File: src/rtl/timing_nco.sv
// Modulo-1 NCO timing controller: issues one interpolation strobe and fractional interval per symbol.
// Latency: one register stage from sample_valid to interpolator_en/f; no backpressure (enable freezes state).
module timing_nco #(
  parameter int          SPS_LOG2  = 1,
  parameter logic [15:0] W_NOM     = 16'h8000,
  parameter int          ERR_SHIFT = 4
) (
  input  logic               clk,
  input  logic               reset,
  input  logic               enable,
  input  logic               sample_valid,
  input  logic signed [15:0] loop_err,
  input  logic               loop_err_valid,
  output logic               interpolator_en,
  output logic [15:0]        f,
  output logic [15:0]        symbol_cnt
);

  localparam logic signed [17:0] W_MIN = {3'b000, W_NOM[15:1]};
  localparam logic signed [17:0] W_MAX = {2'b00, W_NOM} + W_MIN;

  logic [15:0]             eta;
  logic [15:0]             w;
  logic signed [15:0]      err_sh;
  logic signed [17:0]      w_sum;
  logic [15:0]             w_next;
  logic [16+SPS_LOG2:0]    f_wide;
  logic [15:0]             f_sat;
  logic                    underflow;

  assign err_sh = loop_err >>> ERR_SHIFT;
  assign w_sum  = $signed({2'b00, W_NOM}) + $signed({{2{err_sh[15]}}, err_sh});

  always_comb begin
    w_next = w_sum[15:0];
    if (w_sum < W_MIN)
      w_next = W_MIN[15:0];
    else if (w_sum > W_MAX)
      w_next = W_MAX[15:0];
  end

  // eta/W approximated by eta * samples-per-symbol, saturated into Q0.16
  assign f_wide    = {{(SPS_LOG2+1){1'b0}}, eta} << SPS_LOG2;
  assign f_sat     = (|f_wide[16+SPS_LOG2:16]) ? 16'hFFFF : f_wide[15:0];
  assign underflow = (eta < w);

  always_ff @(posedge clk) begin
    if (reset) begin
      eta             <= 16'hFFFF;
      w               <= W_NOM;
      f               <= 16'h0000;
      symbol_cnt      <= 16'h0000;
      interpolator_en <= 1'b0;
    end else begin
      interpolator_en <= 1'b0;
      if (enable) begin
        if (loop_err_valid)
          w <= w_next;
        // step uses the W held before this edge, even when W is updated now
        if (sample_valid) begin
          eta <= eta - w;
          if (underflow) begin
            f               <= f_sat;
            interpolator_en <= 1'b1;
            symbol_cnt      <= symbol_cnt + 16'd1;
          end
        end
      end
    end
  end

endmodule

File: config.mk
export PLATFORM = sky130hd
export DESIGN_NAME = timing_nco
export DESIGN_NICKNAME = d
export VERILOG_FILES = /design/src/rtl/timing_nco.sv
export SDC_FILE = /design/constraint.sdc
export NUM_CORES = 1
export LEC_CHECK = 0
export BUFFER_PORTS_ARGS = -buffer_cell sky130_fd_sc_hd__buf_4
export CELL_PAD_IN_SITES_DETAIL_PLACEMENT = 0
export CELL_PAD_IN_SITES_GLOBAL_PLACEMENT = 1
export CORE_MARGIN = 3
export CORE_UTILIZATION = 45
export DETAILED_ROUTE_END_ITERATION = 10
export PLACE_DENSITY = 0.82
export RECOVER_POWER = 25
export SLEW_MARGIN = 15
export SYNTH_ARGS = -nofsm -noshare
export SYNTH_HDL_FRONTEND = slang
export SYNTH_SLANG_ARGS = --single-unit
File: constraint.sdc
create_clock -name clk -period 5.65 [get_ports clk]
set_input_delay 1.13 -clock clk [delete_from_list [all_inputs] [get_ports clk]]
set_output_delay 1.13 -clock clk [all_outputs]
set_load 0.1 [all_outputs]
# Yosys cells after proc, flatten, opt, wreduce, memory -nomap -nowiden
# Index checks and enable logic that the tools add are counted.
op_classes:
  muxes: 4
  n_reduce_logical: 4
  order_cmp: 3
  addsub: 3
  bitwise: 2
ops:
  columns: ["op", "n"]
  rows:
  - ["$mux 16", 3]
  - ["$add 17x12->18 const A", 1]
  - ["$gt 18x17->1 const B", 1]
  - ["$lt 18x16->1 const B", 1]
  - ["$add 16x1->16 const B", 1]
  - ["$lt 16x16->1", 1]
  - ["$sub 16x16->16", 1]
  - ["$reduce_and 2->1", 2]
  - ["$reduce_and 3->1", 1]
  - ["$reduce_or 3->1", 1]
  - ["$not 1->1", 2]
  - ["$mux 1", 1]
totals:
  inputBits: 21
  word_cells: 21
  register_bits: 65
  out_inout_bits: 33

# Longest topological paths before layout
# Gate-level depths: netlist of run 1.
depth:
  depth_word: 4
  ltp_mapped: 11
  mapped_depth_nobuf: 9

# Worst setup path after synthesis of run 1
# Ideal clock, no wire load.
synth_timing:
  path_type: "in2reg"
  from: "input enable"
  to: "register symbol_cnt[14]"
  n_path_buf: 2
  path_slack_ns: 3.177
  stages: 8
  setup_ns: 0.132
  required_ns: 5.518
  arrival_ns: 2.341
  path_cell_list: "nand2_1 > a211oi_4 > o211ai_4 > a21o_4 > buf_6 > buf_2 > o31ai_1 > a21oi_1"
synth_between:
  elab_chain_cells: 1
synth_lines:
  columns: ["element", "line_no", "text"]
  rows:
  - ["start: declaration", "10", "input logic enable,"]
  - ["$reduce_and 3->1 (no source line)", null, null]
  - ["end signal: assignment", "65", "symbol_cnt <= symbol_cnt + 16'd1;"]
  - ["end: declaration", "16", "output logic [15:0] symbol_cnt"]
# Every way passes these cells.
# A chain may end at the register's enable or synchronous reset.

# Worst setup path after layout of run 1
layout_timing:
  from: "input reset"
  to: "register eta[4]"
layout_lines:
  columns: ["element", "line_no", "text"]
  rows:
  - ["start: declaration", "9", "input logic reset,"]
  - ["end signal: assignment", "61", "eta <= eta - w;"]
  - ["end: declaration", "22", "logic [15:0] eta;"]
# No word-level cell between the ends.

==> impl_metrics.prom, run 1 <==
# TYPE chip_impl_metric gauge
chip_impl_info{name="run_status",value="finished, violations left"} 1
chip_impl_info{name="violated_checks",value="capacitance limit, slew limit"} 1
chip_impl_metric{name="synth-warning-count",unit=""} 0
chip_impl_metric{name="yosysUniqueCellTypes",unit=""} 44
chip_impl_metric{name="fin_nets",unit=""} 477
chip_impl_metric{name="p_leak",unit="uW"} 0.00146
chip_impl_metric{name="area.growth.synth_to_final",unit="%"} 18.5
chip_impl_metric{name="timing.max_slew.rel_slack",unit="%"} -65.2
chip_impl_metric{name="setup-violations-final",unit=""} 0
chip_impl_metric{name="power_report.internal_total",unit="uW"} 797
chip_impl_metric{name="worst-slew-pin-transition",unit="ns"} 2.48
chip_impl_metric{name="data_arrival_time_of_the_worst_path",unit="ns"} 4.15
chip_impl_metric{name="power.share.clock",unit="%"} 37.6
chip_impl_metric{name="route.detailed.vias_per_inst",unit=""} 5.34
chip_impl_metric{name="power_per_cell_area",unit="nW/um2"} 304
chip_impl_metric{name="worstSkewPairLatency",unit="ns"} 0.34
chip_impl_metric{name="slew_viol_final",unit=""} 56
chip_impl_metric{name="multi_input_comb_area",unit="um2"} 1820
chip_impl_metric{name="power.share.combinational",unit="%"} 21.3
chip_impl_metric{name="count_of_hold_buffers_inserted_by_post_cts_repair",unit=""} 0
chip_impl_metric{name="track_usage",unit="%"} 18.6
chip_impl_metric{name="mapped_nets",unit=""} 438
chip_impl_metric{name="floorplan.initialDensity",unit="%"} 47.0
chip_impl_metric{name="layout.cell_area.non_filler",unit="um2"} 3830
chip_impl_metric{name="top_level_ports",unit=""} 54
chip_impl_metric{name="h_tree_depth_reported_by_cts",unit=""} 3
chip_impl_metric{name="dp.final_hpwl",unit="um"} 5200
chip_impl_metric{name="number_of_iterations_in_the_first_detailed_routing_pass",unit=""} 6
chip_impl_metric{name="synth_area_per_inst",unit="um2"} 8.10
chip_impl_metric{name="die_x",unit="um"} 90.7
chip_impl_metric{name="routedWlPerCell",unit="um"} 13.5
chip_impl_metric{name="placement_rows",unit=""} 30
chip_impl_metric{name="antennaDiodeCount",unit=""} 0
chip_impl_metric{name="ff_latch_area",unit="um2"} 1240
chip_impl_info{name="tritoncts",value="yes"} 1
chip_impl_metric{name="async_reset_ff_share",unit="%"} 0
chip_impl_metric{name="drcViolationCount",unit=""} 0
chip_impl_metric{name="post_route_fraction_of_the_period_consumed_by_the_critical_path",unit="%"} 69.1
chip_impl_metric{name="syn_area",unit="um2"} 3230
chip_impl_metric{name="fmax",unit="MHz"} 256
chip_impl_metric{name="placement.setup.worst_slack",unit="ns"} 2.49
chip_impl_metric{name="setup_tns",unit="ns"} 0
chip_impl_metric{name="p_sw",unit="uW"} 367
chip_impl_metric{name="postLayoutSetupSlackWorst",unit="ns"} 1.75
chip_impl_metric{name="dpl_cell_area",unit="um2"} 3620
chip_impl_metric{name="postRouteAntennaNets",unit=""} 0
chip_impl_metric{name="die_height",unit="um"} 90.7
chip_impl_metric{name="routed-via-count",unit=""} 2877
chip_impl_metric{name="sequential_to_total_area_share_from_yosys_stat",unit="%"} 38.4
chip_impl_metric{name="placeableCoreArea",unit="um2"} 6870
chip_impl_metric{name="drt-initial-drc-count",unit=""} 112
chip_impl_info{name="mostFrequentLayoutCell",value="dfxtp_1"} 1
chip_impl_metric{name="vdd.ir_drop.worst",unit="mV"} 0.141
chip_impl_metric{name="synthCells",unit=""} 399
chip_impl_info{name="hold_path.class",value="flip-flop to flip-flop"} 1
chip_impl_metric{name="route.final.wire_length",unit="um"} 7300
chip_impl_info{name="cts.root.buffer_cell",value="clkbuf_8"} 1
chip_impl_info{name="worst_setup_path_start_kind",value="input port"} 1
chip_impl_metric{name="cts.reportedPaths.clkPinSlew",unit="ns"} 0.07
chip_impl_metric{name="num-fill-cells",unit=""} 679
chip_impl_metric{name="grt-ovfl-total",unit=""} 0
chip_impl_metric{name="cp_max_fo",unit=""} 55
chip_impl_info{name="highest_count_cells_in_the_layout_ignoring_fill_and_taps",value="dfxtp_1 (62), nand2_1 (48), buf_4 (46)"} 1
chip_impl_metric{name="grt_max_degree",unit=""} 56
chip_impl_metric{name="period_minus_slack",unit="ns"} 3.90
chip_impl_info{name="rsz0062_at_grt",value="no"} 1
chip_impl_metric{name="data_required_critical_path",unit="ns"} 5.90
chip_impl_metric{name="cts.sinks",unit=""} 62
chip_impl_metric{name="count_of_buffers_from_port_buffering",unit=""} 49
chip_impl_metric{name="clockBufferDepth",unit=""} 2
chip_impl_info{name="synth.largest_area_cell",value="dfxtp_1"} 1
chip_impl_metric{name="cts_repair_resizes",unit=""} 0
chip_impl_metric{name="first_global_vias",unit=""} 2757
chip_impl_metric{name="gp_congestion",unit=""} 0.901
chip_impl_metric{name="edff_count_synth",unit=""} 0
chip_impl_metric{name="hold_viol",unit=""} 0
chip_impl_metric{name="cts-buffers-inserted",unit=""} 9
chip_impl_metric{name="skew",unit="ns"} 0.0102
chip_impl_metric{name="ys_seq_elements",unit=""} 62
chip_impl_info{name="synth_ff_type",value="dfxtp_1"} 1
chip_impl_metric{name="first_pass_grt_wire_length",unit="um"} 12500
chip_impl_metric{name="switching_share",unit="%"} 31.5
chip_impl_metric{name="cts_setup_buffers",unit=""} 0
chip_impl_info{name="path_class",value="input port to flip-flop"} 1
chip_impl_metric{name="design.die.area",unit="um2"} 8230
chip_impl_info{name="synth_area_leaders",value="dfxtp_1 (38%), ha_1 (6.6%), a21oi_1 (6.2%), nand2_1 (5.6%), nor3_1 (5.3%)"} 1
chip_impl_metric{name="synth_top_area_share",unit="%"} 38.4
chip_impl_metric{name="layout-drive-gt1-share",unit="%"} 15.8
chip_impl_metric{name="power.share.sequential",unit="%"} 41.1
chip_impl_metric{name="maxCapViolCount",unit=""} 1
chip_impl_metric{name="final_util",unit="%"} 55.8
chip_impl_metric{name="number_of_antenna_violations_at_the_first_check_in_global_routing",unit=""} 0
chip_impl_info{name="end_kind",value="flip-flop"} 1
worst max-delay path, cell delays in order:
cell and delay, ns:
clkbuf_1 1.72, clkinv_1 0.99, o211ai_1 0.29
power by group through the flow:
stage	Combinational, uW	Sequential (uW)	Clock (uW)
floorplan	137	549	0
global placement	246	488	0
detailed placement	250	489	0
CTS	251	478	447
global route	272	481	467
finish	248	479	438
synthesized netlist by cell type, types with 5 or more instances:
cell and instances:
a211oi_1 5, a21oi_1 40, and2_1 7, clkbuf_1 14
dfxtp_1 62, ha_1 17, inv_1 18, nand2_1 48
nand3_1 10, nor2_1 29, nor3_1 34, o211ai_1 14
o21ai_0 20, o31ai_1 5, or3_1 8, or4_1 5
xnor2_1 8, xor2_1 6
flip-flops by register name (all words and copies together) (netlist names):
name and count:
eta 16, f 16, symbol_cnt 16, w 13, interpolator_en 1
cell type report:
cell class | count | share of cell area [%]
inverters | 19 | 1.86
clock inverters | 6 | 2.22
repair buffers | 50 | 9.41
flip-flops and latches | 62 | 32.4
multi-input cells | 296 | 47.4
clock buffers | 10 | 3.59
well taps | 96 | 3.14
stage by stage:
| stage | total power, uW | hold slack (ns) | std cells |
|---|---|---|---|
| after floorplan | 687 | 0.436 | 399 |
| after global placement | 734 | 0.442 | 523 |
| after detailed placement | 738 | 0.448 | 523 |
| after CTS | 1180 | 0.458 | 539 |
| after global routing | 1220 | 0.469 | 539 |
| final | 1160 | 0.455 | 539 |
logic make-up after synthesis:
kind of cell	share of synthesized area [%]
xor+xnor	3.79
flops	38.4
simple gates	23.4
buf+inv	5.42
compound gates	21.4
fa+ha+maj	7.20
mux	0.348
worst paths after layout:
check	slack, ns	to	depth (start not counted)	from
worst max-delay path	1.75	eta[4]	3	reset
worst min-delay path	0.45	w[9]	2	w[9]
worst max register to register	2.79	symbol_cnt[5]	6	eta[15]
worst min register to register	0.45	w[9]	2	w[9]
per-layer routing:
metal,track usage [%],vias up,part of all wire (%)
met5,0,-,0
met4,8.04,0,2.1
met3,4.08,14,3.7
met2,31.6,44,48
met1,22.4,1326,47
li1,-,1493,-
No activity file was read; power rests on OpenSTA's default activity.
==> run 2, diff against run 1 <==
Settings changed: CORE_UTILIZATION 45 to 41, PLACE_DENSITY 0.82 to 0.76.
Clock period 5.65 ns to 3.8 ns, I/O delays scaled along.
==> impl_metrics.prom, run 2 (same netlist as run 1, synthesis figures left out) <==
# TYPE chip_impl_metric gauge
chip_impl_metric{name="routed-via-count",unit=""} 2827
chip_impl_info{name="path_class",value="flip-flop to flip-flop"} 1
chip_impl_metric{name="multi_input_comb_area",unit="um2"} 1820
chip_impl_info{name="worst_path_dominant_cell_family",value="compound AO/OA/AOI/OAI gates"} 1
chip_impl_metric{name="data_arrival_time_of_the_worst_path",unit="ns"} 2.87
chip_impl_metric{name="crit_buf_inv",unit=""} 0
chip_impl_metric{name="power.share.clock",unit="%"} 34.8
chip_impl_metric{name="cts.sinks",unit=""} 62
chip_impl_metric{name="top_level_ports",unit=""} 54
chip_impl_metric{name="count_of_hold_buffers_inserted_by_post_cts_repair",unit=""} 0
chip_impl_metric{name="antennaDiodeCount",unit=""} 0
chip_impl_metric{name="first_global_vias",unit=""} 2561
chip_impl_metric{name="drcViolationCount",unit=""} 0
chip_impl_metric{name="ff_latch_area",unit="um2"} 1240
chip_impl_metric{name="grt_use_met3",unit="%"} 3.43
chip_impl_metric{name="hold_viol",unit=""} 0
chip_impl_metric{name="postLayoutSetupSlackWorst",unit="ns"} 1.18
chip_impl_info{name="grt.busiest_layer",value="met2"} 1
chip_impl_metric{name="data_required_critical_path",unit="ns"} 4.05
chip_impl_metric{name="worst-slew-pin-transition",unit="ns"} 1.20
chip_impl_metric{name="placement.setup.worst_slack",unit="ns"} 1.20
chip_impl_metric{name="maxCapViolCount",unit=""} 0
chip_impl_metric{name="final.hold.worst_slack",unit="ns"} 0.454
chip_impl_info{name="critPathSlowestCell",value="dfxtp_1"} 1
chip_impl_metric{name="p_sw",unit="uW"} 535
chip_impl_metric{name="final_util",unit="%"} 50.9
chip_impl_metric{name="die_x",unit="um"} 94.8
chip_impl_info{name="highest_count_cells_in_the_layout_ignoring_fill_and_taps",value="dfxtp_1 (62), nand2_1 (48), buf_4 (42)"} 1
chip_impl_metric{name="met2_track_usage_gr",unit="%"} 27.4
chip_impl_metric{name="cp_max_fo",unit=""} 42
chip_impl_info{name="cts.root.buffer_cell",value="clkbuf_8"} 1
chip_impl_metric{name="period_minus_slack",unit="ns"} 2.62
chip_impl_metric{name="route.final.wire_length",unit="um"} 7290
chip_impl_metric{name="vdd.ir_drop.worst",unit="mV"} 0.230
chip_impl_metric{name="power_per_cell_area",unit="nW/um2"} 435
chip_impl_metric{name="fmax",unit="MHz"} 382
chip_impl_metric{name="setup_tns",unit="ns"} 0
chip_impl_metric{name="placement_rows",unit=""} 31
chip_impl_metric{name="timing.max_slew.rel_slack",unit="%"} 19.9
chip_impl_metric{name="fin_nets",unit=""} 478
chip_impl_metric{name="number_of_iterations_in_the_first_detailed_routing_pass",unit=""} 4
chip_impl_metric{name="worstSkewPairLatency",unit="ns"} 0.34
chip_impl_metric{name="grt_max_degree",unit=""} 56
chip_impl_metric{name="h_tree_depth_reported_by_cts",unit=""} 3
chip_impl_metric{name="critical_path.max_stage_delay",unit="ns"} 0.69
chip_impl_metric{name="dp.final_hpwl",unit="um"} 5190
chip_impl_metric{name="number_of_antenna_violations_at_the_first_check_in_global_routing",unit=""} 0
chip_impl_metric{name="cts-buffers-inserted",unit=""} 9
chip_impl_metric{name="setup-violations-final",unit=""} 0
chip_impl_metric{name="post_route_fraction_of_the_period_consumed_by_the_critical_path",unit="%"} 68.9
chip_impl_metric{name="design.die.area",unit="um2"} 8980
chip_impl_info{name="worst_setup_path_start_kind",value="flip-flop"} 1
chip_impl_metric{name="cts_setup_buffers",unit=""} 0
chip_impl_info{name="timing.critical_path.cells",value="ha_1 > a211oi_4 > o211ai_4 > a21o_4 > or4_1 > a21oi_1"} 1
chip_impl_info{name="mostFrequentLayoutCell",value="dfxtp_1"} 1
chip_impl_info{name="run_status",value="complete, no violations"} 1
chip_impl_metric{name="placeableCoreArea",unit="um2"} 7450
chip_impl_metric{name="first_pass_grt_wire_length",unit="um"} 12200
chip_impl_metric{name="track_usage",unit="%"} 17.2
chip_impl_metric{name="grt-ovfl-total",unit=""} 0
chip_impl_info{name="tritoncts",value="yes"} 1
chip_impl_metric{name="cts.reportedPaths.clkPinSlew",unit="ns"} 0.07
chip_impl_metric{name="die_height",unit="um"} 94.8
chip_impl_info{name="end_kind",value="flip-flop"} 1
chip_impl_info{name="hold_path.class",value="flip-flop to flip-flop"} 1
chip_impl_metric{name="area.growth.synth_to_final",unit="%"} 17.3
chip_impl_metric{name="slew_viol_final",unit=""} 0
chip_impl_metric{name="count_of_buffers_from_port_buffering",unit=""} 49
chip_impl_metric{name="skew",unit="ns"} 0.00610
chip_impl_metric{name="drt-initial-drc-count",unit=""} 114
chip_impl_metric{name="switching_share",unit="%"} 32.5
chip_impl_metric{name="route.detailed.vias_per_inst",unit=""} 5.22
chip_impl_metric{name="power_report.internal_total",unit="uW"} 1110
chip_impl_metric{name="design_power_total",unit="uW"} 1650
chip_impl_metric{name="power.share.combinational",unit="%"} 22.1
chip_impl_metric{name="power.share.sequential",unit="%"} 43.2
chip_impl_metric{name="p_leak",unit="uW"} 0.00144
chip_impl_metric{name="routedWlPerCell",unit="um"} 13.5
chip_impl_metric{name="cts_repair_resizes",unit=""} 0
chip_impl_metric{name="postRouteAntennaNets",unit=""} 0
chip_impl_info{name="rsz0062_at_grt",value="no"} 1
chip_impl_metric{name="clockBufferDepth",unit=""} 2
chip_impl_metric{name="floorplan.initialDensity",unit="%"} 43.4
chip_impl_info{name="largest_registers_ranked_by_flip_flop_count",value="eta x16, f x16, symbol_cnt x16"} 1
chip_impl_metric{name="layout-drive-gt1-share",unit="%"} 14.7
chip_impl_metric{name="gp_congestion",unit=""} 0.911
chip_impl_metric{name="grt_use_met1",unit="%"} 22.9
chip_impl_metric{name="num-fill-cells",unit=""} 767
## run 2: cell types whose count changed in the layout (fill, tap and decap cells not counted)
| cell | delta |
|---|---|
| buf_4 | -4 |
| bufinv_16 | -1 |
| clkbuf_1 | +5 |
| clkbuf_2 | +1 |
| clkinvlp_4 | -1 |
## run 2: stage by stage
step           cell area (um2)  std cells
2_1_floorplan             3230        399
3_3_place_gp              3630        527
3_5_place_dp              3630        527
4_1_cts                   3820        542
5_1_grt                   3790        542
6_report                  3790        542
## run 2: power groups by stage
stage,registers [uW],clock network [uW],logic (uW)
final,711,573,364
after global routing,717,613,397
after CTS,712,588,371
after detailed placement,727,0,371
after global placement,726,0,368
after floorplan,817,0,204
## run 2: worst register-to-register path, delay by kind of cell (launching register included)
family / cells / cell delay, ns
AO/OA/AOI/OAI: 4 / 0.89
flip-flops: 1 / 0.69
AND/OR/NAND/NOR: 1 / 0.55
adder cells (fa/ha/maj): 1 / 0.40
## run 2: final timing paths
path / from / to / slack [ns] / cells after the start
worst max register to register: eta[15] / symbol_cnt[12] / 1.18 / 6
worst min-delay path: w[5] / w[5] / 0.45 / 2
worst min register to register: w[5] / w[5] / 0.45 / 2
worst max-delay path: eta[15] / symbol_cnt[12] / 1.18 / 6
## run 2: final cells by class
| class | count | area share [%] |
|---|---|---|
| clock buffers | 11 | 3.73 |
| well taps | 99 | 3.27 |
| clock inverters | 4 | 1.25 |
| flip-flops and latches | 62 | 32.7 |
| multi-input cells | 296 | 47.9 |
| inverters | 19 | 1.88 |
| repair buffers | 51 | 9.24 |
## run 2: metal layers
layer	wire length (um)	vias to the layer above
met4	141	0
met1	3550	1280
met2	3350	45
met3	245	15
li1	-	1487
met5	0	-
==> run 3, diff against run 2 <==
Settings changed: CORE_UTILIZATION 41 to 37, PLACE_DENSITY 0.76 to 0.72.
Clock period 3.8 ns to 2.1 ns, I/O delays scaled along.
==> impl_metrics.prom, run 3 (same netlist as run 1, synthesis figures left out) <==
# TYPE chip_impl_metric gauge
chip_impl_info{name="run_status",value="complete, no violations"} 1
chip_impl_metric{name="power.share.combinational",unit="%"} 28.7
chip_impl_metric{name="fin_nets",unit=""} 548
chip_impl_metric{name="final_cell_count_no_fill",unit=""} 619
chip_impl_info{name="end_kind",value="flip-flop"} 1
chip_impl_metric{name="multi_input_comb_area",unit="um2"} 2070
chip_impl_metric{name="skew",unit="ns"} 0.0100
chip_impl_info{name="highest_count_cells_in_the_layout_ignoring_fill_and_taps",value="buf_4 (112), nand2_1 (48), dfxtp_1 (42)"} 1
chip_impl_info{name="tritoncts",value="yes"} 1
chip_impl_metric{name="data_arrival_time_of_the_worst_path",unit="ns"} 2.29
chip_impl_info{name="timing.critical_path.cells",value="inv_1 > ha_4 > a21o_4 > a31oi_4 > o211ai_4 > a21o_4 > buf_8 > buf_4 > o31ai_2 > a21oi_1"} 1
chip_impl_metric{name="power.share.sequential",unit="%"} 39.6
chip_impl_metric{name="maxCapViolCount",unit=""} 0
chip_impl_metric{name="postRouteAntennaNets",unit=""} 0
chip_impl_metric{name="cts-buffers-inserted",unit=""} 9
chip_impl_metric{name="count_of_buffers_from_port_buffering",unit=""} 49
chip_impl_metric{name="clockBufferDepth",unit=""} 2
chip_impl_metric{name="cts.sinks",unit=""} 62
chip_impl_metric{name="route.final.wire_length",unit="um"} 8590
chip_impl_metric{name="grt_max_degree",unit=""} 40
chip_impl_metric{name="power_per_cell_area",unit="nW/um2"} 691
chip_impl_metric{name="power_report.internal_total",unit="uW"} 2180
chip_impl_metric{name="num-fill-cells",unit=""} 790
chip_impl_metric{name="post_route_fraction_of_the_period_consumed_by_the_critical_path",unit="%"} 99.4
chip_impl_metric{name="worstSkewPairLatency",unit="ns"} 0.34
chip_impl_metric{name="data_required_critical_path",unit="ns"} 2.30
chip_impl_metric{name="cts.reportedPaths.clkPinSlew",unit="ns"} 0.08
chip_impl_metric{name="dp.final_hpwl",unit="um"} 6060
chip_impl_metric{name="drt-initial-drc-count",unit=""} 88
chip_impl_metric{name="placement_rows",unit=""} 33
chip_impl_metric{name="slew_viol_final",unit=""} 0
chip_impl_info{name="mostFrequentLayoutCell",value="buf_4"} 1
chip_impl_info{name="critPathSlowestCell",value="dfxtp_2"} 1
chip_impl_metric{name="number_of_antenna_violations_at_the_first_check_in_global_routing",unit=""} 0
chip_impl_metric{name="power.share.clock",unit="%"} 31.7
chip_impl_metric{name="cp_max_fo",unit=""} 8
chip_impl_metric{name="area.growth.synth_to_final",unit="%"} 45.0
chip_impl_metric{name="floorplan.initialDensity",unit="%"} 38.7
chip_impl_metric{name="placeableCoreArea",unit="um2"} 8340
chip_impl_metric{name="period_minus_slack",unit="ns"} 2.09
chip_impl_metric{name="critical_path.max_stage_delay",unit="ns"} 0.33
chip_impl_metric{name="place.detailed.instances",unit=""} 589
chip_impl_metric{name="die_height",unit="um"} 99.5
chip_impl_metric{name="route.detailed.vias_per_inst",unit=""} 5.07
chip_impl_metric{name="setup-violations-final",unit=""} 0
chip_impl_metric{name="design.die.area",unit="um2"} 9890
chip_impl_info{name="worst_path_dominant_cell_family",value="compound AO/OA/AOI/OAI gates"} 1
chip_impl_metric{name="switching_share",unit="%"} 32.8
chip_impl_metric{name="track_usage",unit="%"} 17.4
chip_impl_info{name="hold_path.class",value="input port to flip-flop"} 1
chip_impl_metric{name="ff_latch_area",unit="um2"} 1270
chip_impl_metric{name="routedWlPerCell",unit="um"} 13.9
chip_impl_metric{name="crit_buf_inv",unit=""} 3
chip_impl_metric{name="die_x",unit="um"} 99.5
chip_impl_metric{name="top_level_ports",unit=""} 54
chip_impl_metric{name="h_tree_depth_reported_by_cts",unit=""} 3
chip_impl_metric{name="p_sw",unit="uW"} 1060
chip_impl_metric{name="count_of_hold_buffers_inserted_by_post_cts_repair",unit=""} 0
chip_impl_metric{name="antennaDiodeCount",unit=""} 0
chip_impl_metric{name="worst-slew-pin-transition",unit="ns"} 0.517
chip_impl_metric{name="fmax",unit="MHz"} 479
chip_impl_info{name="path_class",value="flip-flop to flip-flop"} 1
chip_impl_metric{name="final.hold.worst_slack",unit="ns"} 0.316
chip_impl_metric{name="p_leak",unit="uW"} 0.00185
chip_impl_metric{name="timing.max_slew.rel_slack",unit="%"} 65.5
chip_impl_metric{name="layout-drive-gt1-share",unit="%"} 40.1
chip_impl_metric{name="drcViolationCount",unit=""} 0
chip_impl_metric{name="grt-ovfl-total",unit=""} 0
chip_impl_metric{name="hold_viol",unit=""} 0
chip_impl_metric{name="first_pass_grt_wire_length",unit="um"} 14000
chip_impl_metric{name="number_of_iterations_in_the_first_detailed_routing_pass",unit=""} 4
chip_impl_metric{name="vdd.ir_drop.worst",unit="mV"} 0.294
chip_impl_info{name="cts.root.buffer_cell",value="clkbuf_8"} 1
chip_impl_info{name="critical_path.most_common_cell",value="a21o_4"} 1
chip_impl_metric{name="first_global_vias",unit=""} 3009
chip_impl_info{name="largest_registers_ranked_by_flip_flop_count",value="eta x16, f x16, symbol_cnt x16"} 1
chip_impl_info{name="worst_setup_path_start_kind",value="flip-flop"} 1
chip_impl_metric{name="gp_congestion",unit=""} 0.817
chip_impl_info{name="rsz0062_at_grt",value="yes"} 1
chip_impl_metric{name="routed-via-count",unit=""} 3137
## run 3: area by class of cell
cell class                 instances  share of cell area, %
tap                              105                   2.80
multi-input combinational        296                   44.2
sequential                        62                   27.0
timing repair buffer             121                   20.4
clock inverter                     7                   1.39
inverter                          19                   1.58
clock buffer                       9                   2.64
## run 3: metrics by stage
step / TNS, ns / util [%] / instance area [um2] / total power (uW) / setup slack, ns
6_report: 0 / 56.2 / 4690 / 3240 / 0.0132
5_1_grt: -1.05 / 56.2 / 4690 / 3420 / -0.0687
4_1_cts: -0.274 / 53.5 / 4460 / 3210 / -0.0595
3_5_place_dp: -1.47 / 49.1 / 4100 / 2130 / -0.133
3_3_place_gp: -1.07 / 49.1 / 4100 / 2110 / -0.113
2_1_floorplan: -0.0110 / - / 3260 / 1850 / -0.00513
## run 3: worst reg2reg max path: cells and delay by family (launching register included)
family / cells / cell delay, ns
compound gates: 6 / 1.02
fa+ha+maj: 1 / 0.25
buf+inv: 3 / 0.36
flops: 1 / 0.33
## run 3: what timing repair did
action,CTS,global route
gates resized for setup,30,38
pin swaps,18,19
cloned,1,0
endpoints found under the setup margin,33,36
buffers inserted,5,8
hold endpoints to repair,0,0
## run 3: worst paths after layout
path,cells past startpoint,slack [ns],end,from
worst max-delay path,10,0.01,symbol_cnt[14],w[9]
worst min-delay path,3,0.32,w[2],loop_err[6]
worst max register to register,10,0.01,symbol_cnt[14],w[9]
worst min register to register,2,0.46,w[5],w[5]
## run 3: layer usage
layer	vias to the layer above	wire length (um)	share of wire (%)	track usage, %
li1	1628	-	-	-
met1	1458	4000	47	22.0
met2	44	4270	50	30.5
met3	7	235	2.7	2.66
met4	0	86	1.0	5.25
met5	-	0	0	0
## run 3: power by group through the flow
stage               combinational (uW)  clock (uW)  sequential (uW)
floorplan                          374           0             1480
global placement                   815           0             1300
detailed placement                 824           0             1300
CTS                                873        1060             1280
global route                      1010        1120             1290
finish                             930        1030             1280
